File: src/rtl/afifo_pkg.sv
// -----------------------------------------------------------------------------
// afifo_pkg
// Shared definitions for the asynchronous FIFO pointer blocks.
//   - ADDR_WIDTH legality range
//   - bin2gray / gray2bin helpers, sized for the widest legal pointer
//     (callers zero-extend into ptr_max_t and truncate the result)
// -----------------------------------------------------------------------------
package afifo_pkg;

    localparam int unsigned ADDR_WIDTH_MIN = 2;
    localparam int unsigned ADDR_WIDTH_MAX = 10;

    // Pointer is one bit wider than the RAM address.
    localparam int unsigned PTR_MAX_W = ADDR_WIDTH_MAX + 1;

    typedef logic [PTR_MAX_W-1:0] ptr_max_t;

    function automatic ptr_max_t bin2gray(input ptr_max_t b);
        return b ^ (b >> 1);
    endfunction

    // Upper zero bits from zero-extension leave the low bits unaffected.
    function automatic ptr_max_t gray2bin(input ptr_max_t g);
        ptr_max_t b;
        b = '0;
        b[PTR_MAX_W-1] = g[PTR_MAX_W-1];
        for (int unsigned i = 1; i < PTR_MAX_W; i++) begin
            b[PTR_MAX_W-1-i] = b[PTR_MAX_W-i] ^ g[PTR_MAX_W-1-i];
        end
        return b;
    endfunction

endpackage

File: src/rtl/gray2bin.sv
// -----------------------------------------------------------------------------
// gray2bin
// Purely combinational Gray-to-binary converter (XOR prefix chain from MSB).
// Ports:
//   gray_i  [W-1:0]  Gray-coded input
//   bin_o   [W-1:0]  binary equivalent
// -----------------------------------------------------------------------------
module gray2bin #(
    parameter int unsigned W = 4
) (
    input  logic [W-1:0] gray_i,
    output logic [W-1:0] bin_o
);

    always_comb begin
        logic [W-1:0] acc;
        acc        = '0;
        acc[W-1]   = gray_i[W-1];
        for (int unsigned i = 1; i < W; i++) begin
            acc[W-1-i] = acc[W-i] ^ gray_i[W-1-i];
        end
        bin_o = acc;
    end

endmodule

File: src/rtl/wptr_full_level.sv
// -----------------------------------------------------------------------------
// wptr_full_level
// Write-domain pointer and status generator for the asynchronous FIFO.
// Ports:
//   wclk         write clock, all state on rising edge
//   rst          asynchronous active-high reset
//   winc         write request this cycle
//   rptr_sync    Gray read pointer, already synchronised into wclk
//   af_margin    almost-full margin (quasi-static)
//   ovf_clr      clears the sticky overflow flag
//   wr_en        RAM write strobe (winc & ~full), combinational
//   waddr        RAM write address (low bits of binary write pointer)
//   wptr         registered Gray write pointer toward the read domain
//   full         registered full flag
//   almost_full  registered almost-full flag (level >= DEPTH - af_margin)
//   wlevel       registered occupancy, 0..DEPTH, pessimistic
//   overflow     sticky flag: write requested while full
// -----------------------------------------------------------------------------
module wptr_full_level
    import afifo_pkg::*;
#(
    parameter int unsigned ADDR_WIDTH = 3
) (
    input  logic                  wclk,
    input  logic                  rst,
    input  logic                  winc,
    input  logic [ADDR_WIDTH:0]   rptr_sync,
    input  logic [ADDR_WIDTH-1:0] af_margin,
    input  logic                  ovf_clr,
    output logic                  wr_en,
    output logic [ADDR_WIDTH-1:0] waddr,
    output logic [ADDR_WIDTH:0]   wptr,
    output logic                  full,
    output logic                  almost_full,
    output logic [ADDR_WIDTH:0]   wlevel,
    output logic                  overflow
);

    localparam int unsigned PTR_W = ADDR_WIDTH + 1;
    localparam int unsigned DEPTH = 2 ** ADDR_WIDTH;

    if (ADDR_WIDTH < ADDR_WIDTH_MIN || ADDR_WIDTH > ADDR_WIDTH_MAX) begin : g_bad_addr_width
        $error("wptr_full_level: ADDR_WIDTH out of legal range");
    end

    logic [PTR_W-1:0] wbin_q,  wbin_d;
    logic [PTR_W-1:0] wgray_q, wgray_d;
    logic [PTR_W-1:0] level_q, level_d;
    logic             full_q,  full_d;
    logic             af_q,    af_d;
    logic             ovf_q,   ovf_d;
    logic [PTR_W-1:0] rbin;
    logic [PTR_W-1:0] rgray_full;
    logic [PTR_W-1:0] af_thresh;
    logic             push;

    gray2bin #(
        .W (PTR_W)
    ) u_rptr_g2b (
        .gray_i (rptr_sync),
        .bin_o  (rbin)
    );

    // Full when the write pointer is one lap ahead: Gray compare with the
    // two MSBs of the read pointer inverted.
    assign rgray_full = {~rptr_sync[PTR_W-1:PTR_W-2], rptr_sync[PTR_W-3:0]};
    assign af_thresh  = PTR_W'(DEPTH) - PTR_W'(af_margin);

    always_comb begin
        push    = winc & ~full_q;
        wbin_d  = wbin_q + PTR_W'(push);
        wgray_d = PTR_W'(bin2gray(ptr_max_t'(wbin_d)));
        // Modular difference stays correct across the pointer MSB wrap.
        level_d = wbin_d - rbin;
        full_d  = (wgray_d == rgray_full);
        af_d    = (level_d >= af_thresh);
        // A new overflow in the same cycle as a clear takes priority.
        ovf_d   = (ovf_q & ~ovf_clr) | (winc & full_q);
    end

    always_ff @(posedge wclk or posedge rst) begin
        if (rst) begin
            wbin_q  <= '0;
            wgray_q <= '0;
            level_q <= '0;
            full_q  <= 1'b0;
            af_q    <= 1'b0;
            ovf_q   <= 1'b0;
        end else begin
            wbin_q  <= wbin_d;
            wgray_q <= wgray_d;
            level_q <= level_d;
            full_q  <= full_d;
            af_q    <= af_d;
            ovf_q   <= ovf_d;
        end
    end

    assign wr_en       = push;
    assign waddr       = wbin_q[ADDR_WIDTH-1:0];
    assign wptr        = wgray_q;
    assign full        = full_q;
    assign almost_full = af_q;
    assign wlevel      = level_q;
    assign overflow    = ovf_q;

endmodule

File: config.mk
export PLATFORM = sky130hd
export DESIGN_NAME = wptr_full_level
export DESIGN_NICKNAME = d
export VERILOG_FILES = /design/src/rtl/afifo_pkg.sv /design/src/rtl/gray2bin.sv /design/src/rtl/wptr_full_level.sv
export SDC_FILE = /design/constraint.sdc
export NUM_CORES = 1
export LEC_CHECK = 0
export ABC_AREA = 1
export BUFFER_PORTS_ARGS = -buffer_cell sky130_fd_sc_hd__buf_2
export CAP_MARGIN = 0
export CORE_MARGIN = 2
export CORE_UTILIZATION = 53
export DETAILED_ROUTE_END_ITERATION = 10
export MAX_ROUTING_LAYER = met4
export PLACE_DENSITY = 0.93
export SKIP_CTS_REPAIR_TIMING = 1
export SLEW_MARGIN = 20
export SYNTH_ARGS = -nofsm -noshare
export SYNTH_HDL_FRONTEND = slang
export SYNTH_SLANG_ARGS = --single-unit
File: constraint.sdc
create_clock -name wclk -period 5.3 [get_ports wclk]
set_clock_uncertainty 0.05 [all_clocks]
set_input_delay 0.53 -clock wclk [delete_from_list [all_inputs] [get_ports wclk]]
set_output_delay 0.53 -clock wclk [all_outputs]
set_load 0.03 [all_outputs]
==> results.md, run 1 <==
- Final count of hold timing violations: 0
- Headroom to the max-slew limit: 66.0%
- Least-Margin Pin Slew: 0.510 ns
- Cells after Synth: 98
- Largest net degree at the start of global routing: 15
- Post-DP HPWL: 1.40 mm
- Router iterations before antenna repair: 4
- Synth-to-layout area growth: 21.3%
- Sequential Area: 350 µm²
- Initial cell density of the core: 56.6%
- Fin util: 68.7%
- Setup TNS: 0 ns
- Unique cell type count in the Yosys netlist: 16
- Max incr delay on CP: 0.40 ns
- Worst endpoint required time: 5.42 ns
- CP delay by family, top: adder cells
- Arrival time at the worst endpoint: 2.92 ns
- Layout cells sized above 1: 25.2%
- Hold Crit Class: primary input to asynchronous set/reset pin
- Sequential element share of the synthesized area: 41.1%
- Final antenna-violating net count: 0
- Clock sinks: 14
- CP Capture Type: flip-flop
- Clock slew at reported path FFs: 0.08 ns
- Row cnt: 14
- Antenna cells: 0
- Vias: 759
- Initial drt markers: 17
- Area leader, netlist: dfrtp_1
- Most frequent cells in the layout: buf_2, nand2_1, inv_1, dfrtp_1
- CP max stage cell: dfrtp_1
- Fillers: 115
- Most common cell after layout, fill and taps aside: buf_2
- Nets: 150
- First-pass GRT wire length: 2.80 mm
- Core Box Area: 1510 µm²
- Gr usage total: 21.1%
- Htree depth: 1
- Period minus WS final: 2.80 ns
- CTS tree: yes
- Drt drc: 0
- Skew-Pair Late Insertion Delay: 0.29 ns
- Status: finished, final reports clean
- Vias in the first global route: 704
- Pins Over Slew Limit: 0
- Die H: 44.1 µm
- Final Routed Wirelength: 1.69 mm
- Register bit total from synthesis: 14
- Max frequency: 357 MHz
- Syn. warnings: 0
- Final Setup Violations: 0
- Area of the multi-input gates: 428 µm²
- Syn_area_per_cell: 8.71 µm²
- Avg Vias per Cell: 5.31
- Inst Count DP: 139
- MaxCap Viol Count: 0
- Clock root cell: clkbuf_4
- Period utilization: 52.9%
- Clk buf depth: 2
- Worst-path maximum fanout: 6
- Clock buffer count from CTS: 3
- WHS: 0.205 ns
- Die footprint: 1950 µm²
- Initial antenna violation count: 0
- Crit path kind: flip-flop to flip-flop
- Synth top area cells: dfrtp_1, ha_1, nand2_1
- Post-Syn Nets: 120
- RSZ-0062 raised after global routing: false
- Post-Layout Cell Count: 143
- Ports: 26
- DR WL/cell: 11.8 µm
- GR Overflow Total: 0
- CP Cell Sequence: nor2_1 > ha_1 > ha_1 > ha_1 > a21o_1 > a21oi_1 > xor2_1 > ha_1 > a21oi_1 > nand3_1
- CP bufs+invs: 0
- # port buffers: 25
- Worst setup SP type: flip-flop
- Final Wtd Congestion: 0.834
- DIE WIDTH: 44.1 µm
- Synth top area share: 41.1%
- Most frequent CP cell: ha_1
- Mapped Area: 853 µm²
synthesized netlist by cell type:
| library cell | n |
|---|---|
| nand2_1 | 23 |
| ha_1 | 10 |
| nand4_1 | 3 |
| a21o_1 | 1 |
| o211ai_1 | 1 |
| nand3_1 | 10 |
| nand2_2 | 1 |
| xnor2_2 | 1 |
| a21oi_1 | 2 |
| nor2_1 | 4 |
| xor2_1 | 5 |
| inv_1 | 20 |
| fa_1 | 1 |
| xor2_2 | 1 |
| dfrtp_1 | 14 |
| o21ai_0 | 1 |
layout make-up:
class | instances | share of cell area [%]
clock buffers | 4 | 3.51
inverters | 20 | 7.26
multi-input cells | 64 | 41.4
flip-flops and latches | 14 | 33.9
well taps | 16 | 1.93
repair buffers | 25 | 12.1
cell families (layout without fill, tap and decap cells):
logic type	Yosys count	after routing	synth area share, %
AO/OA/AOI/OAI	5	5	3.52
XOR/XNOR	7	7	8.95
adder cells (fa/ha/maj)	11	11	17.0
buffers and inverters	20	49	8.80
flip-flops	14	14	41.1
AND/OR/NAND/NOR	41	41	20.7
stage by stage:
stage                     worst slack [ns]  cell area (µm²)
after global placement                2.50              998
after global routing                  2.36             1030
final                                 2.50             1030
after CTS                             2.56             1030
after floorplan                       2.24              853
after detailed placement              2.31              998
state kept, by name, indices dropped and copies added (netlist names):
signal,flops
wbin_q,4
full,1
overflow,1
wlevel,4
almost_full,1
wptr,3
final timing paths:
check                      slack (ns)               endpoint           start  cells after the start
max in group asynchronous        4.65         full$_DFF_PP0_             rst                      2
hold / removal                   0.20      wptr[0]$_DFF_PP0_             rst                      2
setup / recovery                 2.50  almost_full$_DFF_PP0_  full$_DFF_PP0_                     10
setup reg to reg                 2.50  almost_full$_DFF_PP0_  full$_DFF_PP0_                     10
hold reg to reg                  0.47     overflow$_DFF_PP0_  full$_DFF_PP0_                      2
min in group wclk                0.39     overflow$_DFF_PP0_         ovf_clr                      2
metal layers:
| metal | vias to the layer above | global-route usage (%) | share of wire (%) |
|---|---|---|---|
| met3 | 9 | 4.90 | 5.7 |
| met4 | 0 | 15.2 | 4.2 |
| met2 | 33 | 32.4 | 48 |
| met1 | 350 | 23.9 | 42 |
| li1 | 367 | - | - |
| met5 | - | - | 0 |
Power of run 1 is not shown: default switching activity piles up to over one toggle a cycle in this logic, so the estimate is an artifact.
==> run 2: changes to the inputs <==
CORE_UTILIZATION = 44   (was 53)
PLACE_DENSITY = 0.84   (was 0.93)
clock period = 2.31 ns   (was 5.3 ns; I/O delays follow)
==> run 2 against run 1 <==
The flow now finishes with violations (negative setup slack). Sequential share of layout area fell by 5.0 points. Final area rose by 18%. Maximum frequency grew 17%. Register-to-register slack worse by 2.6 ns.
==> results.md, run 2 (synthesis gave the netlist of run 1 again) <==
- Status: complete, but fails checks
- Failing checks: negative setup slack
- Crit path kind: flip-flop to flip-flop
- Avg Vias per Cell: 4.83 (-9.0%)
- Largest net degree at the start of global routing: 15 (unchanged)
- Nets: 159 (+6.0%)
- MaxCap Viol Count: 0 (unchanged)
- Max Used Layer: met4
- Fillers: 137 (+19%)
- CP Capture Type: flip-flop
- WL met1: 733 µm (+4.0%)
- RSZ-0062 raised after global routing: true
- Layout cells sized above 1: 39.0% (+14 points)
- Router iterations before antenna repair: 4 (unchanged)
- Htree depth: 1 (unchanged)
- # port buffers: 25 (unchanged)
- Worst-path maximum fanout: 3 (-3)
- Reg2Reg Depth: 11 (+1)
- Clk buf depth: 2 (unchanged)
- Final Wtd Congestion: 0.872 (+4.6%)
- Worst setup SP type: flip-flop
- Met3 wire len: 85 µm (-11%)
- Arrival time at the worst endpoint: 2.51 ns (-0.41 ns)
- CTS tree: yes
- Initial cell density of the core: 47.9% (-8.8 points)
- Fin util: 68.3% (-0.41 points)
- Drt drc: 0 (unchanged)
- Clock buffer count from CTS: 3 (unchanged)
- Antenna cells: 0 (unchanged)
- DIE WIDTH: 48.0 µm (+8.9%)
- Clock slew at reported path FFs: 0.08 ns (about the same)
- Final antenna-violating net count: 0 (unchanged)
- Hold depth: 2
- Met2 Wirelength: 1.12 mm (+38%)
- Clock root cell: clkbuf_4
- Least-Margin Pin Slew: 0.515 ns (+0.00491 ns)
- Row cnt: 15 (+1)
- Max frequency: 416 MHz (+17%)
- Vias: 778 (+2.5%)
- Die H: 48.0 µm (+8.9%)
- Clock sinks: 14 (unchanged)
- Ports: 26 (unchanged)
- Final count of hold timing violations: 0 (unchanged)
- Period utilization: 104% (+51 points)
- Post-DP HPWL: 1.57 mm (+12%)
- Skew-Pair Late Insertion Delay: 0.27 ns (-0.02 ns)
- Initial antenna violation count: 0 (unchanged)
- Initial drt markers: 19 (+2)
- Period minus WS final: 2.40 ns (-0.399 ns)
- Post-route cell area: 1220 µm² (+18%)
- Post-Place Worst Slack: -0.196 ns (-2.50 ns)
- Most common cell after layout, fill and taps aside: buf_2
- Final Routed Wirelength: 2.02 mm (+20%)
- Vias in the first global route: 780 (+11%)
- Most frequent cells in the layout: buf_2, nand2_1, inv_1, dfrtp_1, nand3_1
- DR WL/cell: 12.5 µm (+6.2%)
- Gr usage total: 20.2% (-0.82 points)
- Hold Crit Class: primary input to flip-flop
- First-pass GRT wire length: 3.00 mm (+7.1%)
- Core Box Area: 1780 µm² (+18%)
- Die footprint: 2310 µm² (+19%)
- Placed cell area: 1130 µm² (+13%)
- Worst endpoint required time: 2.42 ns (-3.00 ns)
- Final Setup Violations: 1 (+1)
- Final setup margin: -0.0926 ns (-2.59 ns)
- Synth-to-layout area growth: 42.7%
- GR Overflow Total: 0 (unchanged)
- Headroom to the max-slew limit: 65.6% (-0.33 points)
- Pins Over Slew Limit: 0 (unchanged)
-- run 2: metal layers --
| metal | track usage, % | up-vias |
|---|---|---|
| li1 | - | 383 |
| met1 | 18.6 | 363 |
| met2 | 36.3 | 26 |
| met3 | 1.89 | 6 |
| met4 | 17.8 | 0 |
| met5 | - | - |
-- run 2: critical path, stage by stage (launching register included) --
cell,delay (ns)
dfrtp_2,0.44
nor2_4,0.13
ha_4,0.22
inv_4,0.08
ha_4,0.14
inv_2,0.04
fa_1,0.49
ha_1,0.32
inv_1,0.07
nor2_1,0.04
o211ai_1,0.18
nand3_1,0.09
-- run 2: final timing paths --
check | from | end | slack, ns
max | full$_DFF_PP0_ | almost_full$_DFF_PP0_ | -0.09
min | ovf_clr | overflow$_DFF_PP0_ | 0.11
max reg2reg | full$_DFF_PP0_ | almost_full$_DFF_PP0_ | -0.09
min reg2reg | overflow$_DFF_PP0_ | overflow$_DFF_PP0_ | 0.49
max in group asynchronous | rst | full$_DFF_PP0_ | 1.36
min in group asynchronous | rst | wptr[1]$_DFF_PP0_ | 0.47
-- run 2: layout make-up --
cell class,instances,area [µm²],area share (%)
tap,25,31.3,2.57
sequential,14,352,28.9
multi-input combinational,64,526,43.2
clock buffer,4,36.3,2.98
timing repair buffer,34,195,16.0
inverter,20,77.6,6.37
-- run 2: through the flow --
step / cells / hold WS (ns) / setup TNS (ns)
6_report: 161 / 0.106 / -0.0926
5_1_grt: 161 / 0.117 / -0.170
4_1_cts: 160 / -0.0660 / -0.116
3_5_place_dp: 156 / 0.233 / -0.196
3_3_place_gp: 156 / 0.227 / -0.0459
2_1_floorplan: 98 / 0.0702 / -0.143
Power of run 2 is left out for the same reason.
==> run 3: changes to the inputs <==
CORE_UTILIZATION = 49   (was 44)
PLACE_DENSITY = 0.88   (was 0.84)
clock period = 2.28 ns   (was 2.31 ns; I/O delays follow)
==> run 3 against run 2 <==
The run still ends with negative setup slack left. Global-route usage down 1.2 points. Critical path depth unchanged. Non-clock buffer count up 4. Routed wire length down 6.7%. Clock-buffer cell count unchanged. Worst hold slack worse by 0.035 ns. Via count up 4.0%. Sequential cell count unchanged. First-iteration DRC count up 110%. Largest cell class unchanged.
==> results.md, run 3 (synthesis gave the netlist of run 1 again) <==
- Status: complete, but fails checks
- Failing checks: negative setup slack
- Max frequency: 417 MHz (+0.24%)
- WHS: 0.0716 ns (-0.0349 ns)
- Final setup margin: -0.117 ns (-0.0242 ns)
- Most common cell after layout, fill and taps aside: buf_2
- Clk buf depth: 2 (unchanged)
- WL met1: 774 µm (+5.6%)
- Inst Count DP: 148 (-5.1%)
- Clock buffer count from CTS: 3 (unchanged)
- Htree depth: 1 (unchanged)
- Gr usage total: 19.0% (-1.2 points)
- CP delay by family, top: adder cells
- Period minus WS final: 2.40 ns (-0.00578 ns)
- DIE WIDTH: 45.7 µm (-4.8%)
- Met2 Wirelength: 959 µm (-15%)
- CP Cell Sequence: nor2_4 > ha_4 > inv_4 > ha_4 > inv_2 > fa_1 > ha_1 > inv_1 > nor2_1 > o211ai_1 > nand3_1
- Ports: 26 (unchanged)
- Clock slew at reported path FFs: 0.09 ns (about the same)
- Initial cell density of the core: 50.5% (+2.7 points)
- Antenna cells: 0 (unchanged)
- DR WL/cell: 12.0 µm (-4.4%)
- Fillers: 101 (-26%)
- Synth-to-layout area growth: 45.3%
- Worst endpoint required time: 2.40 ns (-0.02 ns)
- Worst-path maximum fanout: 3 (unchanged)
- Final Setup Violations: 1 (unchanged)
- Router iterations before antenna repair: 4 (unchanged)
- Die footprint: 2090 µm² (-9.4%)
- Skew-Pair Late Insertion Delay: 0.29 ns (+0.02 ns)
- Worst setup SP type: flip-flop
- GR Overflow Total: 0 (unchanged)
- Core Box Area: 1690 µm² (-5.3%)
- Drt drc: 0 (unchanged)
- Placed cell area: 1120 µm² (-0.88%)
- Arrival time at the worst endpoint: 2.51 ns (about the same)
- Max Used Layer: met4
- Most frequent CP cell: ha_4
- Met3 wire len: 81 µm (-4.7%)
- Nets: 163 (+2.5%)
- CTS tree: yes
- Max incr delay on CP: 0.47 ns (-0.02 ns)
- Post-route cell area: 1240 µm² (+1.8%)
- Area of the multi-input gates: 528 µm² (+0.48%)
- Hold Crit Class: primary input to flip-flop
- Initial antenna violation count: 0 (unchanged)
- CP bufs+invs: 3 (unchanged)
- CP max stage cell: fa_1
- Post-Layout Cell Count: 157 (-2.5%)
- First-pass GRT wire length: 2.68 mm (-11%)
- RSZ-0062 raised after global routing: true
- Initial drt markers: 39 (+20)
- # port buffers: 25 (unchanged)
- Row cnt: 15 (unchanged)
- Post-DP HPWL: 1.47 mm (-6.3%)
- Layout cells sized above 1: 40.7% (+1.7 points)
- Clock sinks: 14 (unchanged)
- Final Routed Wirelength: 1.88 mm (-6.7%)
- Headroom to the max-slew limit: 66.4% (+0.78 points)
- Most frequent cells in the layout: buf_2, nand2_1, inv_1, dfrtp_1, buf_4
- Vias: 809 (+4.0%)
- Pins Over Slew Limit: 0 (unchanged)
- Setup TNS: -0.117 ns (-0.0242 ns)
- Crit path kind: flip-flop to flip-flop
- Final antenna-violating net count: 0 (unchanged)
- Vias in the first global route: 675 (-13%)
- Final count of hold timing violations: 0 (unchanged)
- Least-Margin Pin Slew: 0.503 ns (-0.0117 ns)
- Final Wtd Congestion: 0.892 (+2.3%)
- Clock root cell: clkbuf_4
- Die H: 45.7 µm (-4.8%)
- Sequential Area: 352 µm² (unchanged)
- Avg Vias per Cell: 5.15 (+6.6%)
- Largest net degree at the start of global routing: 15 (unchanged)
- MaxCap Viol Count: 0 (unchanged)
- CP Capture Type: flip-flop
- Period utilization: 105% (+1.1 points)
[run 3: final cells by class]
| type | instances | area share, % |
|---|---|---|
| Inverter | 20 | 6.26 |
| Multi-Input combinational cell | 64 | 42.6 |
| Tap cell | 17 | 1.72 |
| Clock buffer | 4 | 2.93 |
| Sequential cell | 14 | 28.4 |
| Timing Repair Buffer | 38 | 18.2 |
[run 3: through the flow]
step | setup slack, ns | utilization (%)
floorplan | -0.173 | -
global placement | -0.0948 | 66.4
detailed placement | -0.248 | 66.4
CTS | -0.124 | 68.6
global route | -0.236 | 73.4
finish | -0.117 | 73.4
[run 3: layer usage]
metal	vias to the layer above	global-route usage, %
li1	394	-
met1	377	19.4
met2	31	33.2
met3	7	2.38
met4	0	13.1
met5	-	-
[run 3: path summary, 6_finish.rpt]
kind / from / end / slack, ns / cells past startpoint
max reg2reg: full$_DFF_PP0_ / almost_full$_DFF_PP0_ / -0.12 / 11
max in group asynchronous: rst / full$_DFF_PP0_ / 1.37 / 3
min: ovf_clr / overflow$_DFF_PP0_ / 0.07 / 2
min reg2reg: overflow$_DFF_PP0_ / overflow$_DFF_PP0_ / 0.48 / 2
min in group asynchronous: rst / wbin_q[0]$_DFF_PP0_ / 0.45 / 3
max: full$_DFF_PP0_ / almost_full$_DFF_PP0_ / -0.12 / 11
Power of run 3 is left out for the same reason.
